`src/rtl/router_pkt_tx_if.sv`:
```
// Host/router-side signal bundle for the router packet transmitter.
// Valid/ready: a payload byte moves on a rising edge with wr_en & wr_ready; a beat moves when busy==0.
interface router_pkt_tx_if;
  logic       wr_en;
  logic [7:0] wr_data;
  logic       wr_ready;
  logic       start;
  logic [1:0] start_addr;
  logic       corrupt_par;
  logic       abort;
  logic       busy;
  logic [7:0] data_out;
  logic       pkt_valid;
  logic       tx_active;
  logic       tx_done;
  logic       tx_abort;
  logic       cmd_err;
  logic [2:0] dbg_state;

  modport master (
    output wr_en, wr_data, start, start_addr, corrupt_par, abort, busy,
    input  wr_ready, data_out, pkt_valid, tx_active, tx_done, tx_abort, cmd_err, dbg_state
  );

  modport slave (
    input  wr_en, wr_data, start, start_addr, corrupt_par, abort, busy,
    output wr_ready, data_out, pkt_valid, tx_active, tx_done, tx_abort, cmd_err, dbg_state
  );
endinterface

```
`src/rtl/router_pkt_tx.sv`:
```
// Packet source for the router ingress: buffers up to 63 payload bytes, then sends
// header {len,addr}, payload and an XOR parity byte while honouring router busy.
module router_pkt_tx #(
  parameter int GAP_CYCLES = 2
) (
  input logic             clk,
  input logic             reset,
  router_pkt_tx_if.slave  bus
);
  typedef enum logic [2:0] {
    IDLE    = 3'd0,
    HEADER  = 3'd1,
    PAYLOAD = 3'd2,
    PARITY  = 3'd3,
    GAP     = 3'd4
  } state_t;

  localparam int GW = (GAP_CYCLES > 1) ? $clog2(GAP_CYCLES) : 1;
  localparam int GAP_LAST = (GAP_CYCLES > 0) ? GAP_CYCLES - 1 : 0;

  state_t        state, state_n;
  logic [5:0]    count;
  logic [5:0]    rd_ptr;
  logic [5:0]    len;
  logic [1:0]    addr;
  logic          corrupt_q;
  logic [7:0]    parity;
  logic [GW-1:0] gap_cnt;
  logic [7:0]    pay_mem [0:63];

  logic xfer, abort_take, start_ok, wr_fire;

  assign abort_take = bus.abort & (state != IDLE);
  assign xfer       = ~bus.busy & ((state == HEADER) | (state == PAYLOAD) | (state == PARITY));
  assign start_ok   = bus.start & (count != 6'd0) & (bus.start_addr != 2'd3);
  assign bus.wr_ready = ~reset & (state == IDLE) & (count != 6'd63) & ~bus.start;
  assign wr_fire    = bus.wr_en & bus.wr_ready;
  assign bus.dbg_state = state;

  always_comb begin
    state_n = state;
    case (state)
      IDLE:    if (start_ok) state_n = HEADER;
      HEADER:  if (xfer) state_n = PAYLOAD;
      PAYLOAD: if (xfer && rd_ptr == len - 6'd1) state_n = PARITY;
      PARITY:  if (xfer) state_n = (GAP_CYCLES == 0) ? IDLE : GAP;
      GAP:     if (gap_cnt == GW'(GAP_LAST)) state_n = IDLE;
      default: state_n = IDLE;
    endcase
    if (abort_take) state_n = IDLE;
  end

  always_ff @(posedge clk) begin
    if (reset) begin
      state       <= IDLE;
      count       <= '0;
      rd_ptr      <= '0;
      len         <= '0;
      addr        <= '0;
      corrupt_q   <= 1'b0;
      parity      <= '0;
      gap_cnt     <= '0;
      bus.tx_done  <= 1'b0;
      bus.tx_abort <= 1'b0;
      bus.cmd_err  <= 1'b0;
    end else begin
      state        <= state_n;
      bus.tx_done  <= 1'b0;
      bus.tx_abort <= 1'b0;
      bus.cmd_err  <= 1'b0;
      if (abort_take) begin
        count        <= '0;
        bus.tx_abort <= 1'b1;
      end else begin
        case (state)
          IDLE: begin
            if (wr_fire) count <= count + 6'd1;
            if (start_ok) begin
              len       <= count;
              addr      <= bus.start_addr;
              corrupt_q <= bus.corrupt_par;
            end else if (bus.start) begin
              bus.cmd_err <= 1'b1;
            end
          end
          HEADER: if (xfer) begin
            parity <= {len, addr};
            rd_ptr <= '0;
          end
          PAYLOAD: if (xfer) begin
            parity <= parity ^ pay_mem[rd_ptr];
            rd_ptr <= rd_ptr + 6'd1;
          end
          PARITY: if (xfer) begin
            bus.tx_done <= 1'b1;
            count       <= '0;
            gap_cnt     <= '0;
          end
          GAP: gap_cnt <= gap_cnt + GW'(1);
          default: ;
        endcase
      end
    end
  end

  // Payload storage needs no reset; count alone defines which entries are live.
  always_ff @(posedge clk) begin
    if (wr_fire) pay_mem[count] <= bus.wr_data;
  end

  // Router-facing outputs depend only on registered state, so busy/start never reach them.
  always_comb begin
    bus.data_out  = 8'h00;
    bus.pkt_valid = 1'b0;
    case (state)
      HEADER: begin
        bus.data_out  = {len, addr};
        bus.pkt_valid = 1'b1;
      end
      PAYLOAD: begin
        bus.data_out  = pay_mem[rd_ptr];
        bus.pkt_valid = 1'b1;
      end
      PARITY:  bus.data_out = corrupt_q ? ~parity : parity;
      default: ;
    endcase
    if (reset) begin
      bus.data_out  = 8'h00;
      bus.pkt_valid = 1'b0;
    end
  end

  assign bus.tx_active = (state != IDLE);
endmodule
```
`src/flat_wrapper.sv`:
```
// flat-port wrapper written by rule: the top's interface ports become plain ports
module router_pkt_tx_flat 
#(
  parameter int GAP_CYCLES = 2
)
  (clk, reset, bus_wr_en, bus_wr_data, bus_start, bus_start_addr, bus_corrupt_par, bus_abort, bus_busy, bus_wr_ready, bus_data_out, bus_pkt_valid, bus_tx_active, bus_tx_done, bus_tx_abort, bus_cmd_err, bus_dbg_state);
  router_pkt_tx_if bus_i ();
  input logic clk;
  input logic reset;
  input wire logic [$bits(bus_i.wr_en)-1:0] bus_wr_en;
  input wire logic [$bits(bus_i.wr_data)-1:0] bus_wr_data;
  input wire logic [$bits(bus_i.start)-1:0] bus_start;
  input wire logic [$bits(bus_i.start_addr)-1:0] bus_start_addr;
  input wire logic [$bits(bus_i.corrupt_par)-1:0] bus_corrupt_par;
  input wire logic [$bits(bus_i.abort)-1:0] bus_abort;
  input wire logic [$bits(bus_i.busy)-1:0] bus_busy;
  output wire logic [$bits(bus_i.wr_ready)-1:0] bus_wr_ready;
  output wire logic [$bits(bus_i.data_out)-1:0] bus_data_out;
  output wire logic [$bits(bus_i.pkt_valid)-1:0] bus_pkt_valid;
  output wire logic [$bits(bus_i.tx_active)-1:0] bus_tx_active;
  output wire logic [$bits(bus_i.tx_done)-1:0] bus_tx_done;
  output wire logic [$bits(bus_i.tx_abort)-1:0] bus_tx_abort;
  output wire logic [$bits(bus_i.cmd_err)-1:0] bus_cmd_err;
  output wire logic [$bits(bus_i.dbg_state)-1:0] bus_dbg_state;
  assign bus_i.wr_en = bus_wr_en;
  assign bus_i.wr_data = bus_wr_data;
  assign bus_i.start = bus_start;
  assign bus_i.start_addr = bus_start_addr;
  assign bus_i.corrupt_par = bus_corrupt_par;
  assign bus_i.abort = bus_abort;
  assign bus_i.busy = bus_busy;
  assign bus_wr_ready = bus_i.wr_ready;
  assign bus_data_out = bus_i.data_out;
  assign bus_pkt_valid = bus_i.pkt_valid;
  assign bus_tx_active = bus_i.tx_active;
  assign bus_tx_done = bus_i.tx_done;
  assign bus_tx_abort = bus_i.tx_abort;
  assign bus_cmd_err = bus_i.cmd_err;
  assign bus_dbg_state = bus_i.dbg_state;
  router_pkt_tx #(.GAP_CYCLES(GAP_CYCLES)) u_core (.clk(clk), .reset(reset), .bus(bus_i));
endmodule
```
`config.mk`:
```
export PLATFORM = sky130hd
export DESIGN_NAME = router_pkt_tx_flat
export DESIGN_NICKNAME = d
export VERILOG_FILES = /design/src/rtl/router_pkt_tx_if.sv /design/src/rtl/router_pkt_tx.sv /design/src/flat_wrapper.sv
export SDC_FILE = /design/constraint.sdc
export NUM_CORES = 1
export LEC_CHECK = 0
export ABC_CLOCK_PERIOD_IN_PS = 2500
export BUFFER_PORTS_ARGS = -buffer_cell sky130_fd_sc_hd__buf_4
export CAP_MARGIN = 20
export CORE_AREA = 10 10 248 250
export DETAILED_ROUTE_END_ITERATION = 16
export DIE_AREA = 0 0 258 260
export MAX_ROUTING_LAYER = met4
export SLEW_MARGIN = 15
export SYNTH_ARGS = -nofsm -noshare
export SYNTH_HDL_FRONTEND = slang
export SYNTH_SLANG_ARGS = --single-unit
```
`constraint.sdc`:
```
create_clock -name clk -period 2.5 [get_ports clk]
set_input_delay 0.125 -clock clk [delete_from_list [all_inputs] [get_ports clk]]
set_output_delay 0.125 -clock clk [all_outputs]
set_load 0.1 [all_outputs]
```
==> flow_metrics.tcl, run 1 <==
set metrics [dict create \
    viasPerCell 5.49 \
    drt-total-wl_mm 57.4 \
    holdCritStartpoint "reset" \
    cap_violations 0 \
    failed_checks "negative setup slack" \
    synthAdderAreaFrac_pct 0.224 \
    setup_ws_ps -742 \
    path_delay_family "multiplexers" \
    worst_pin_slew_ps 749 \
    area_growth_syn_to_layout_pct 26.8 \
    peakVddDrop_v 0.000457 \
    synth_seq_area_share_pct 72.5 \
    grt_max_degree 65 \
    path_depth 10 \
    cts_sinks 554 \
    crit_path_top_delay_cell "mux4_2" \
    finalClockSkew_ps 19.6 \
    avgRoutedWirePerCell_um 25.1 \
    crit_buf_inv 5 \
    die_w_um 258 \
    grt_pass1_wl_mm 85.2 \
    p_leak_nw 8.94 \
    synth_cell_type_count 77 \
    grtUsageTotal_pct 17.6 \
    insertion_delay_ps 600 \
    place.gp.congestion 0.861 \
    grt_util_met1_pct 23.4 \
    drtIter0Drc 939 \
    hold_violations 0 \
    syn_nets 1250 \
    drc 0 \
    maxSlewHeadroom_pct 49.9 \
    dp_cells 2149 \
    finalCritPeriodShare_pct 130 \
    hold_depth 3 \
    grt_util_met3_pct 3.40 \
    synth_compound_area_share_pct 4.45 \
    coreArea_um2 56300 \
    min_path_type "input pin to flop" \
    yosysWarnings 0 \
    syn_inst 1229 \
    synth.mux.area_fraction_pct 14.2 \
    dr.pass1.iters 7 \
    hpwl_mm 36.6 \
    max_stage_delay_ps 540 \
    period_minus_slack_ps 3240 \
    whs_ps 44.5 \
    synth_edf_count 512 \
    port_buffers 33 \
    setup_viol 14 \
    synthArstFlopShare_pct 0 \
    cts_tree "yes" \
    rows 87 \
    critPathCaptureType "output pin" \
    crit_fanout 10 \
    grt_pass1_vias 12700 \
    busiest_layer "met2" \
    stdcell_count 2285 \
    ys_ff_latch 554 \
    cts-buffers-inserted 56 \
    final_util_pct 50.4 \
    rr_worst_depth 10 \
    synth_top_family_by_area "multiplexers" \
    grt_setup_unrepaired "yes" \
    status "complete, but fails checks" \
    finalMaxSlewViolations 0 \
    pin_count 34 \
    cts_root_buf "clkbuf_16" \
    antenna_found_initial 0 \
    antenna_left 0 \
    path_cells "buf_12, buf_16, mux4_2, mux4_2, clkinv_2, a221oi_2, a21oi_2, buf_4, a21oi_4, buf_12" \
    tns_ps -6200 \
    clkSlewWorstSetupHoldPaths_ps 60 \
    syn_area_um2 22400 \
    grt_overflow 0 \
    met2_usage_pct 26.4 \
    critPathArrivalTime_ps 3120 \
    fp.dieH_um 260 \
    initial_core_util_pct 39.7 \
    vias 12500 \
    die_area_um2 67100 \
    final_nets 1513 \
    yosys.area_share.simple_pct 5.56 \
    crit_type "flop to output pin" \
    cts.path.max_buffers 3 \
    layout-drive-gt1-share_pct 38.8 \
    powerDensity_nw_per_um2 659 \
    synth-xor-area-share_pct 0.940 \
    worst_ep_required_time_ps 2380 \
    max_freq_mhz 308 \
    htreeDepth 2 \
    cp-start-kind "flop" \
    syn_avg_cell_area_um2 18.2 \
    synth_flop_cell "edfxtp_1" \
]
==> flip-flops by register name (all words and copies together) (netlist names), named ones only <==
name and flops:
u_core.len 6, u_core.bus.tx_abort 1, u_core.count 6, u_core.addr 2, u_core.rd_ptr 6, u_core.parity 8
u_core.gap_cnt 1, u_core.bus.cmd_err 1, u_core.corrupt_q 1, u_core.pay_mem 512, u_core.bus.dbg_state 3, u_core.bus.tx_done 1
==> logic make-up after synthesis <==
family,Yosys count
mux,171
simple gates,267
compound gates,130
buf+inv,79
flops,554
fa+ha+maj,4
xor+xnor,24
==> cell usage after synthesis (9+ instances only) <==
cell type	n	share of area, %
buf_2	21	0.47
mux4_2	113	11
nor2b_1	18	0.50
nor2_1	124	2.1
nor3_1	12	0.27
mux2i_1	51	2.3
a21oi_1	28	0.63
nand2_1	45	0.76
dfxtp_1	42	3.8
a22oi_1	22	0.74
clkbuf_1	23	0.39
edfxtp_1	512	69
nand3_1	20	0.45
xnor2_1	17	0.67
inv_1	9	0.15
==> layout make-up <==
cell class,count,area (um2)
clock buffers,69,1470
flip-flops and latches,554,16200
diodes,1,2.50
repair buffers,274,2930
clock inverters,25,240
inverters,10,38.8
multi-input cells,596,6480
fillers,4579,27900
well taps,756,946
==> worst min-delay path, delay by kind of cell <==
| family | cells | cell delay, ps |
|---|---|---|
| simple gates | 1 | 120 |
| buf+inv | 2 | 360 |
==> stage by stage <==
step / setup WS [ps] / power, W / area [um2]
finish: -742 / 0.0187 / 28300
global route: -795 / 0.0193 / 28300
CTS: -771 / 0.0189 / 28000
detailed placement: -517 / 0.0109 / 25400
global placement: -473 / 0.0108 / 25400
floorplan: -1450 / 0.0106 / 22700
==> cell usage in the layout, fill, tap and decap left out, drive strengths merged, types with 23 or more instances in the layout <==
| master | n |
|---|---|
| edfxtp | 512 |
| buf | 267 |
| nor2 | 124 |
| mux4 | 116 |
| clkbuf | 69 |
| mux2i | 51 |
| nand2 | 45 |
| dfxtp | 42 |
| a21oi | 29 |
| a22oi | 23 |
==> final timing paths <==
path | to | slack (ps)
worst max-delay path | bus_data_out[6] | -740
worst min-delay path | u_core.bus.tx_abort | 40
worst max register to register | u_core.parity[4] | -180
worst min register to register | u_core.addr[1] | 550
==> metal layers <==
layer | vias to the layer above | wire [um]
met3 | 118 | 3640
met5 | - | 0
li1 | 5480 | -
met2 | 441 | 27000
met4 | 0 | 1860
met1 | 6498 | 24900
==> power by group <==
group	switching (W)	total [W]	leakage, nW	internal [W]
clock	0.00333	0.00797	0.838	0.00463
sequential	0.0000103	0.0101	4.94	0.0101
combinational	0.000394	0.000588	3.16	0.000194
total	0.00374	0.0187	8.94	0.0150
==> what timing repair did <==
item | CTS | global route
hold buffers | 7 | 0
pin swaps | 27 | 35
setup endpoints to repair | 28 | 473
buffers inserted | 21 | 14
gates resized for setup | 108 | 46
gates cloned | 3 | 0
hold endpoints to repair | 17 | 0
(Power assumes the default switching activity.)
==> run 2, diff against run 1 <==
--- a/config.mk
+++ b/config.mk
@@ -12,6 +12,7 @@
 export DETAILED_ROUTE_END_ITERATION = 16
 export DIE_AREA = 0 0 258 260
 export MAX_ROUTING_LAYER = met4
+export SETUP_SLACK_MARGIN = 0.02
 export SLEW_MARGIN = 15
 export SYNTH_ARGS = -nofsm -noshare
 export SYNTH_HDL_FRONTEND = slang
==> run 2 against run 1 <==
The flow still finishes with violations (negative setup slack). Clock skew up 3.4 ps. Cell count rose by 1.0%. Power increased by 4.6%. Sequential share of layout area down 0.59 points. Register-to-register slack lost 220 ps. Sequential cell count stayed put. Hold slack improved by 23 ps. Fmax shrank 2.3%. Critical path type unchanged. Critical endpoint is now bus_data_out[4]. Largest cell class unchanged. Largest power group unchanged.
==> flow_metrics.tcl, run 2 (synthesis results as in run 1) <==
set metrics [dict create \
    status "complete, but fails checks" \
    failed_checks "negative setup slack" \
    layout_common_cells "edfxtp_1, buf_4, mux4_2, nor2_1, clkbuf_16" \
    cts_tree "yes" \
    die_area_um2 67100 \
    setup_ws_ps -819 \
    port_buffers 33 \
    grtUsageTotal_pct 17.5 \
    crit_path_top_delay_cell "a211oi_1" \
    worst_pin_slew_ps 757 \
    layout-drive-gt1-share_pct 39.8 \
    initial_core_util_pct 39.7 \
    setup_viol 14 \
    cts_root_buf "clkbuf_16" \
    cts_sinks 554 \
    rows 87 \
    grt_setup_unrepaired "yes" \
    largest_register "u_core.pay_mem" \
    antenna_found_initial 0 \
    worst_ep_required_time_ps 2380 \
    htreeDepth 2 \
    grt_pass1_wl_mm 84.6 \
    grt_overflow 0 \
    final_nets 1525 \
    finalCritPeriodShare_pct 133 \
    placed_area_um2 25500 \
    maxSlewHeadroom_pct 49.4 \
    dr.pass1.iters 5 \
    diodes 0 \
    cts-buffers-inserted 57 \
    viasPerCell 5.44 \
    cap_violations 0 \
    clkSlewWorstSetupHoldPaths_ps 70 \
    grt_max_degree 65 \
    powerDensity_nw_per_um2 683 \
    cp-start-kind "flop" \
    coreArea_um2 56300 \
    path_cells "buf_12, buf_4, buf_4, mux4_2, mux2i_1, buf_4, a211oi_1, buf_4, a22oi_2, buf_4, a21oi_4, buf_12" \
    reg_top3 "u_core.pay_mem: 512 flops, u_core.parity: 8 flops" \
    min_path_type "input pin to flop" \
    p_leak_nw 9.11 \
    insertion_delay_ps 620 \
    crit_type "flop to output pin" \
    area_growth_syn_to_layout_pct 28.1 \
    grt_pass1_vias 12600 \
    pin_count 34 \
    fillerInstances 4531 \
    avgRoutedWirePerCell_um 24.8 \
    finalMaxSlewViolations 0 \
    final_util_pct 50.9 \
    period_minus_slack_ps 3320 \
    peakVddDrop_v 0.000462 \
    drtIter0Drc 1099 \
    fin_area_um2 28600 \
    vias 12500 \
    die_w_um 258 \
    crit_buf_inv 7 \
    finalClockSkew_ps 23.0 \
    critPathCaptureType "output pin" \
    place.gp.congestion 0.906 \
    critPathArrivalTime_ps 3190 \
    fp.dieH_um 260 \
    hpwl_mm 36.8 \
    hold_violations 0 \
    drc 0 \
    path_delay_family "buffers and inverters" \
    max_freq_mhz 301 \
    antenna_left 0 \
    max_stage_delay_ps 460 \
    crit_fanout 6 \
    cts.path.max_buffers 3 \
    final_common_cell "edfxtp_1" \
    largest_reg_flops 512 \
    cpMostUsedCell "buf_4" \
    drt-total-wl_mm 57.2 \
]
## run 2: report_power, final
| group | internal, W | switching [W] |
|---|---|---|
| combinational | 0.000203 | 0.000398 |
| clock | 0.00524 | 0.00357 |
| sequential | 0.0101 | 0.0000106 |
## run 2: repair_timing
item,4_1_cts,5_1_grt
hold endpoints to repair,18,0
endpoints found under the setup margin,223,467
gates cloned,6,0
gates resized for setup,81,62
setup buffers,17,13
pin swaps,22,38
hold buffers,9,0
## run 2: final cells by class
| cell class | count | area (um2) | area share (%) |
|---|---|---|---|
| clock inverter | 38 | 473 | 1.65 |
| timing repair buffer | 285 | 3040 | 10.6 |
| inverter | 10 | 40.0 | 0.140 |
| sequential | 554 | 16200 | 56.7 |
| multi-input combinational | 596 | 6430 | 22.5 |
| tap | 756 | 946 | 3.30 |
| clock buffer | 69 | 1470 | 5.14 |
## run 2: layer usage
metal  part of all wire (%)  wire, um  vias up  global-route usage (%)
met5                      0         0        -                       -
met4                    2.6      1480        0                    4.71
met3                    6.8      3910       93                    4.18
met2                     47     27200      429                    27.2
met1                     43     24700     6523                    22.7
li1                       -         -     5502                       -
## run 2: stage by stage
step | hold WS (ps) | std cells | power (W) | TNS, ps | setup slack, ps
global route | 83.9 | 2308 | 0.0201 | -8560 | -880
global placement | 369 | 2159 | 0.0109 | -3480 | -571
CTS | 51.7 | 2298 | 0.0197 | -7130 | -853
detailed placement | 378 | 2159 | 0.0109 | -4300 | -576
finish | 67.8 | 2308 | 0.0195 | -6870 | -819
floorplan | 224 | 1229 | 0.0106 | -709000 | -1450
## run 2: path summary, 6_finish.rpt
check,endpoint,start,slack (ps),cells after the start
worst max-delay path,bus_data_out[4],flop,-820,12
worst min-delay path,u_core.pay_mem[57][1],bus_wr_data[1],70,1
worst max register to register,u_core.parity[4],flop,-400,12
worst min register to register,u_core.addr[1],u_core.addr[1],560,2
## run 2: worst register-to-register path, cell delays in order, from the launching register on
cell and delay [ps]:
dfxtp_4 400, buf_12 130, buf_12 130, buf_12 130, mux4_2 510, mux4_2 480, nand2b_4 180, a22oi_2 160
buf_4 180, buf_6 100, buf_6 90, nor3_2 40, a311o_1 260
==> run 3, diff against run 2 <==
--- a/config.mk
+++ b/config.mk
@@ -5,12 +5,13 @@
 export SDC_FILE = /design/constraint.sdc
 export NUM_CORES = 1
 export LEC_CHECK = 0
-export ABC_CLOCK_PERIOD_IN_PS = 2500
+export ABC_AREA = 1
+export ABC_CLOCK_PERIOD_IN_PS = 3400
 export BUFFER_PORTS_ARGS = -buffer_cell sky130_fd_sc_hd__buf_4
 export CAP_MARGIN = 20
-export CORE_AREA = 10 10 248 250
+export CORE_AREA = 10 10 253 255
 export DETAILED_ROUTE_END_ITERATION = 16
-export DIE_AREA = 0 0 258 260
+export DIE_AREA = 0 0 263 265
 export MAX_ROUTING_LAYER = met4
 export SETUP_SLACK_MARGIN = 0.02
 export SLEW_MARGIN = 15
==> constraint.sdc (replaced) <==
create_clock -name clk -period 3.4 [get_ports clk]
set_input_delay 0.17 -clock clk [delete_from_list [all_inputs] [get_ports clk]]
set_output_delay 0.17 -clock clk [all_outputs]
set_load 0.1 [all_outputs]
==> run 3 against run 2 <==
The run now ends clean. Sequential share of layout area up 4.6 points. Die area up 3.9%. Synthesized cell count up 73%. Combinational power up 66%. Global-route usage up 0.29 points. Routed wire length up 7.6%. Hold slack better by 100 ps. Via count up 28%. Largest power group unchanged.
==> flow_metrics.tcl, run 3 <==
set metrics [dict create \
    status "finished, final reports clean" \
    final_util_pct 45.0 \
    final_nets 2212 \
    cts_sinks 554 \
    peakVddDrop_v 0.000415 \
    rows 89 \
    holdCritStartpoint "bus_wr_data[3]" \
    critPathArrivalTime_ps 3070 \
    synth.largest_area_cell "edfxtp_1" \
    crit_path_top_delay_cell "dfxtp_4" \
    cts_root_buf "clkbuf_16" \
    synth_seq_area_share_pct 69.2 \
    hold_violations 0 \
    vias 16000 \
    cts.path.max_buffers 3 \
    period_minus_slack_ps 3240 \
    worst_ep_required_time_ps 3230 \
    critPathCaptureType "output pin" \
    initial_core_util_pct 39.8 \
    synth_cell_type_count 40 \
    p_leak_nw 9.52 \
    worstReg2RegEnd "u_core.pay_mem[39][2]" \
    grt_overflow 0 \
    synth_common_cells "nand2_1, edfxtp_1, nand3_1, nor2_1, inv_1" \
    largest_register "u_core.pay_mem" \
    hold_depth 1 \
    p_sw_w 0.00335 \
    clkSlewWorstSetupHoldPaths_ps 60 \
    r2r_slack_ps 550 \
    largest_reg_flops 512 \
    grtUsageTotal_pct 17.8 \
    crit_fanout 47 \
    synth.most_common_cell "nand2_1" \
    finalCritPeriodShare_pct 95.3 \
    max_stage_delay_ps 490 \
    syn_avg_cell_area_um2 11.0 \
    finalMaxSlewViolations 0 \
    viasPerCell 5.32 \
    final_common_cell "nand2_1" \
    synth_top_area_share_pct 65.6 \
    fp.dieH_um 265 \
    reg_top3 "u_core.pay_mem: 512 flops, u_core.parity: 8 flops" \
    finalClockSkew_ps 19.9 \
    power.clock.fraction_pct 40.6 \
    synthArstFlopShare_pct 0 \
    pin_count 34 \
    layout-drive-gt1-share_pct 10.0 \
    ys_ff_latch 554 \
    fin_area_um2 26500 \
    r2r-start "u_core.bus.dbg_state[0]" \
    yosysWarnings 0 \
    coreArea_um2 58800 \
    place.gp.congestion 0.880 \
    maxSlewHeadroom_pct 41.3 \
    die_w_um 263 \
    min_path_type "input pin to flop" \
    min_to "u_core.pay_mem[53][3]" \
    synth_flop_cell "edfxtp_1" \
    hpwl_mm 35.5 \
    rr_worst_depth 9 \
    syn_inst 2126 \
    cpMostUsedCell "nand2_1" \
    die_area_um2 69700 \
    powerDensity_nw_per_um2 541 \
    antenna_found_initial 1 \
    cp-start-kind "flop" \
    grt_pass1_wl_mm 95.3 \
    drt-total-wl_mm 61.5 \
    dp_cells 2892 \
    stdcell_count 3012 \
    whs_ps 167 \
    max_freq_mhz 309 \
    avgRoutedWirePerCell_um 20.4 \
    layout_common_cells "nand2_1, edfxtp_1, nand3_1, buf_4, nor2_1" \
    fin_total_pwr_w 0.0143 \
    swShare_pct 23.4 \
    area_growth_syn_to_layout_pct 13.0 \
    worst_pin_slew_ps 881 \
    port_buffers 33 \
    synth_edf_count 512 \
    crit_type "flop to output pin" \
    drtIter0Drc 1772 \
    cts-buffers-inserted 55 \
    grt_max_degree 94 \
    antenna_left 0 \
    grt_pass1_vias 15800 \
    path_cells "buf_12, buf_16, nand2_1, nand3_1, nand3_1, nand2_1, nand2_1, nand3_1, nand3_1, nand2_1, nand2_1, a21oi_1, buf_4" \
    syn_nets 2147 \
    insertion_delay_ps 620 \
    cts_tree "yes" \
    synth.area.top_cells "edfxtp_1, nand2_1, nand3_1, dfxtp_1, nor2_1" \
    drc 0 \
    setup_viol 0 \
    cap_violations 0 \
    power_frac_comb_pct 7.0 \
    placed_area_um2 24600 \
    syn_area_um2 23400 \
    seqPwrFrac_pct 52.4 \
    p_int_w 0.0110 \
    htreeDepth 2 \
    dr.pass1.iters 5 \
]
==> run 3: cell count changes in the layout (fill, tap and decap cells not counted), sizes merged, moves of 17 or more <==
cell / previous run / this run
a21oi: 29 / 46
nor2b: 18 / 0
o21ai: 4 / 23
nor2: 124 / 101
buf: 274 / 116
nand2: 45 / 727
mux4: 116 / 0
inv: 13 / 59
a22oi: 23 / 0
nand3: 20 / 456
mux2i: 51 / 0
xnor2: 17 / 0
==> run 3: how the worst max path moves through the flow <==
stage | startpoint | cells past startpoint | slack (ps) | endpoint
final | flop | 13 | 160 | bus_data_out[4]
after global routing | flop | 13 | -5 | bus_data_out[0]
after CTS | flop | 13 | 60 | bus_data_out[3]
after detailed placement | u_core.bus.dbg_state[0] | 9 | 630 | u_core.pay_mem[39][2]
after global placement | flop | 13 | 690 | bus_data_out[5]
after floorplan | u_core.bus.dbg_state[0] | 4 | 70 | bus_data_out[2]
==> run 3: power by group through the flow <==
stage | Sequential (W) | Combinational [W] | Clock, W
3_5_place_dp | 0.00766 | 0.000972 | 0
6_report | 0.00751 | 0.000997 | 0.00582
5_1_grt | 0.00751 | 0.00109 | 0.00620
4_1_cts | 0.00751 | 0.000984 | 0.00590
2_1_floorplan | 0.00771 | 0.000610 | 0
3_3_place_gp | 0.00765 | 0.000957 | 0
==> run 3: through the flow <==
stage,setup slack [ps],TNS [ps]
after floorplan,68.1,0
after global placement,685,0
after detailed placement,633,0
after CTS,58.1,0
after global routing,-4.84,-4.84
final,160,0
==> run 3: cells by family after synthesis <==
family                     share of synthesized area (%)
and+or+nand+nor                                     23.9
adders and majority gates                          0.214
DFF                                                 69.2
xor gates and xnor gates                           0.374
AOI/OAI and AO/OA                                   1.81
buffers and inverters                               4.51
==> run 3: what timing repair did <==
| action | CTS | global route |
|---|---|---|
| endpoints found under the setup margin | 6 | 8 |
| hold buffers | 10 | 0 |
| setup buffers | 0 | 3 |
| gates cloned | 0 | 2 |
| resized for setup | 1 | 7 |
| hold endpoints to repair | 17 | 0 |
==> run 3: final cells by class <==
cell class	instances	area (um2)
Fill cell	5464	32300
Sequential cell	554	16200
Multi-Input combinational cell	1394	6160
Clock buffer	66	1420
Timing Repair Buffer	128	1180
Tap cell	773	967
Clock inverter	38	272
Inverter	58	248
Antenna cell	1	2.50
==> run 3: critical path: cells and delay by family, from the launching register on <==
kind                   cells  cell delay, ps
buffers and inverters      3             640
AND/OR/NAND/NOR            9            1110
AO/OA/AOI/OAI              1             160
flip-flops                 1             490
==> run 3: routing by layer <==
layer | GRT usage, % | wire length [um]
met1 | 23.2 | 26500
met2 | 28.2 | 29100
met3 | 3.19 | 4460
met4 | 4.60 | 1450
met5 | - | 0
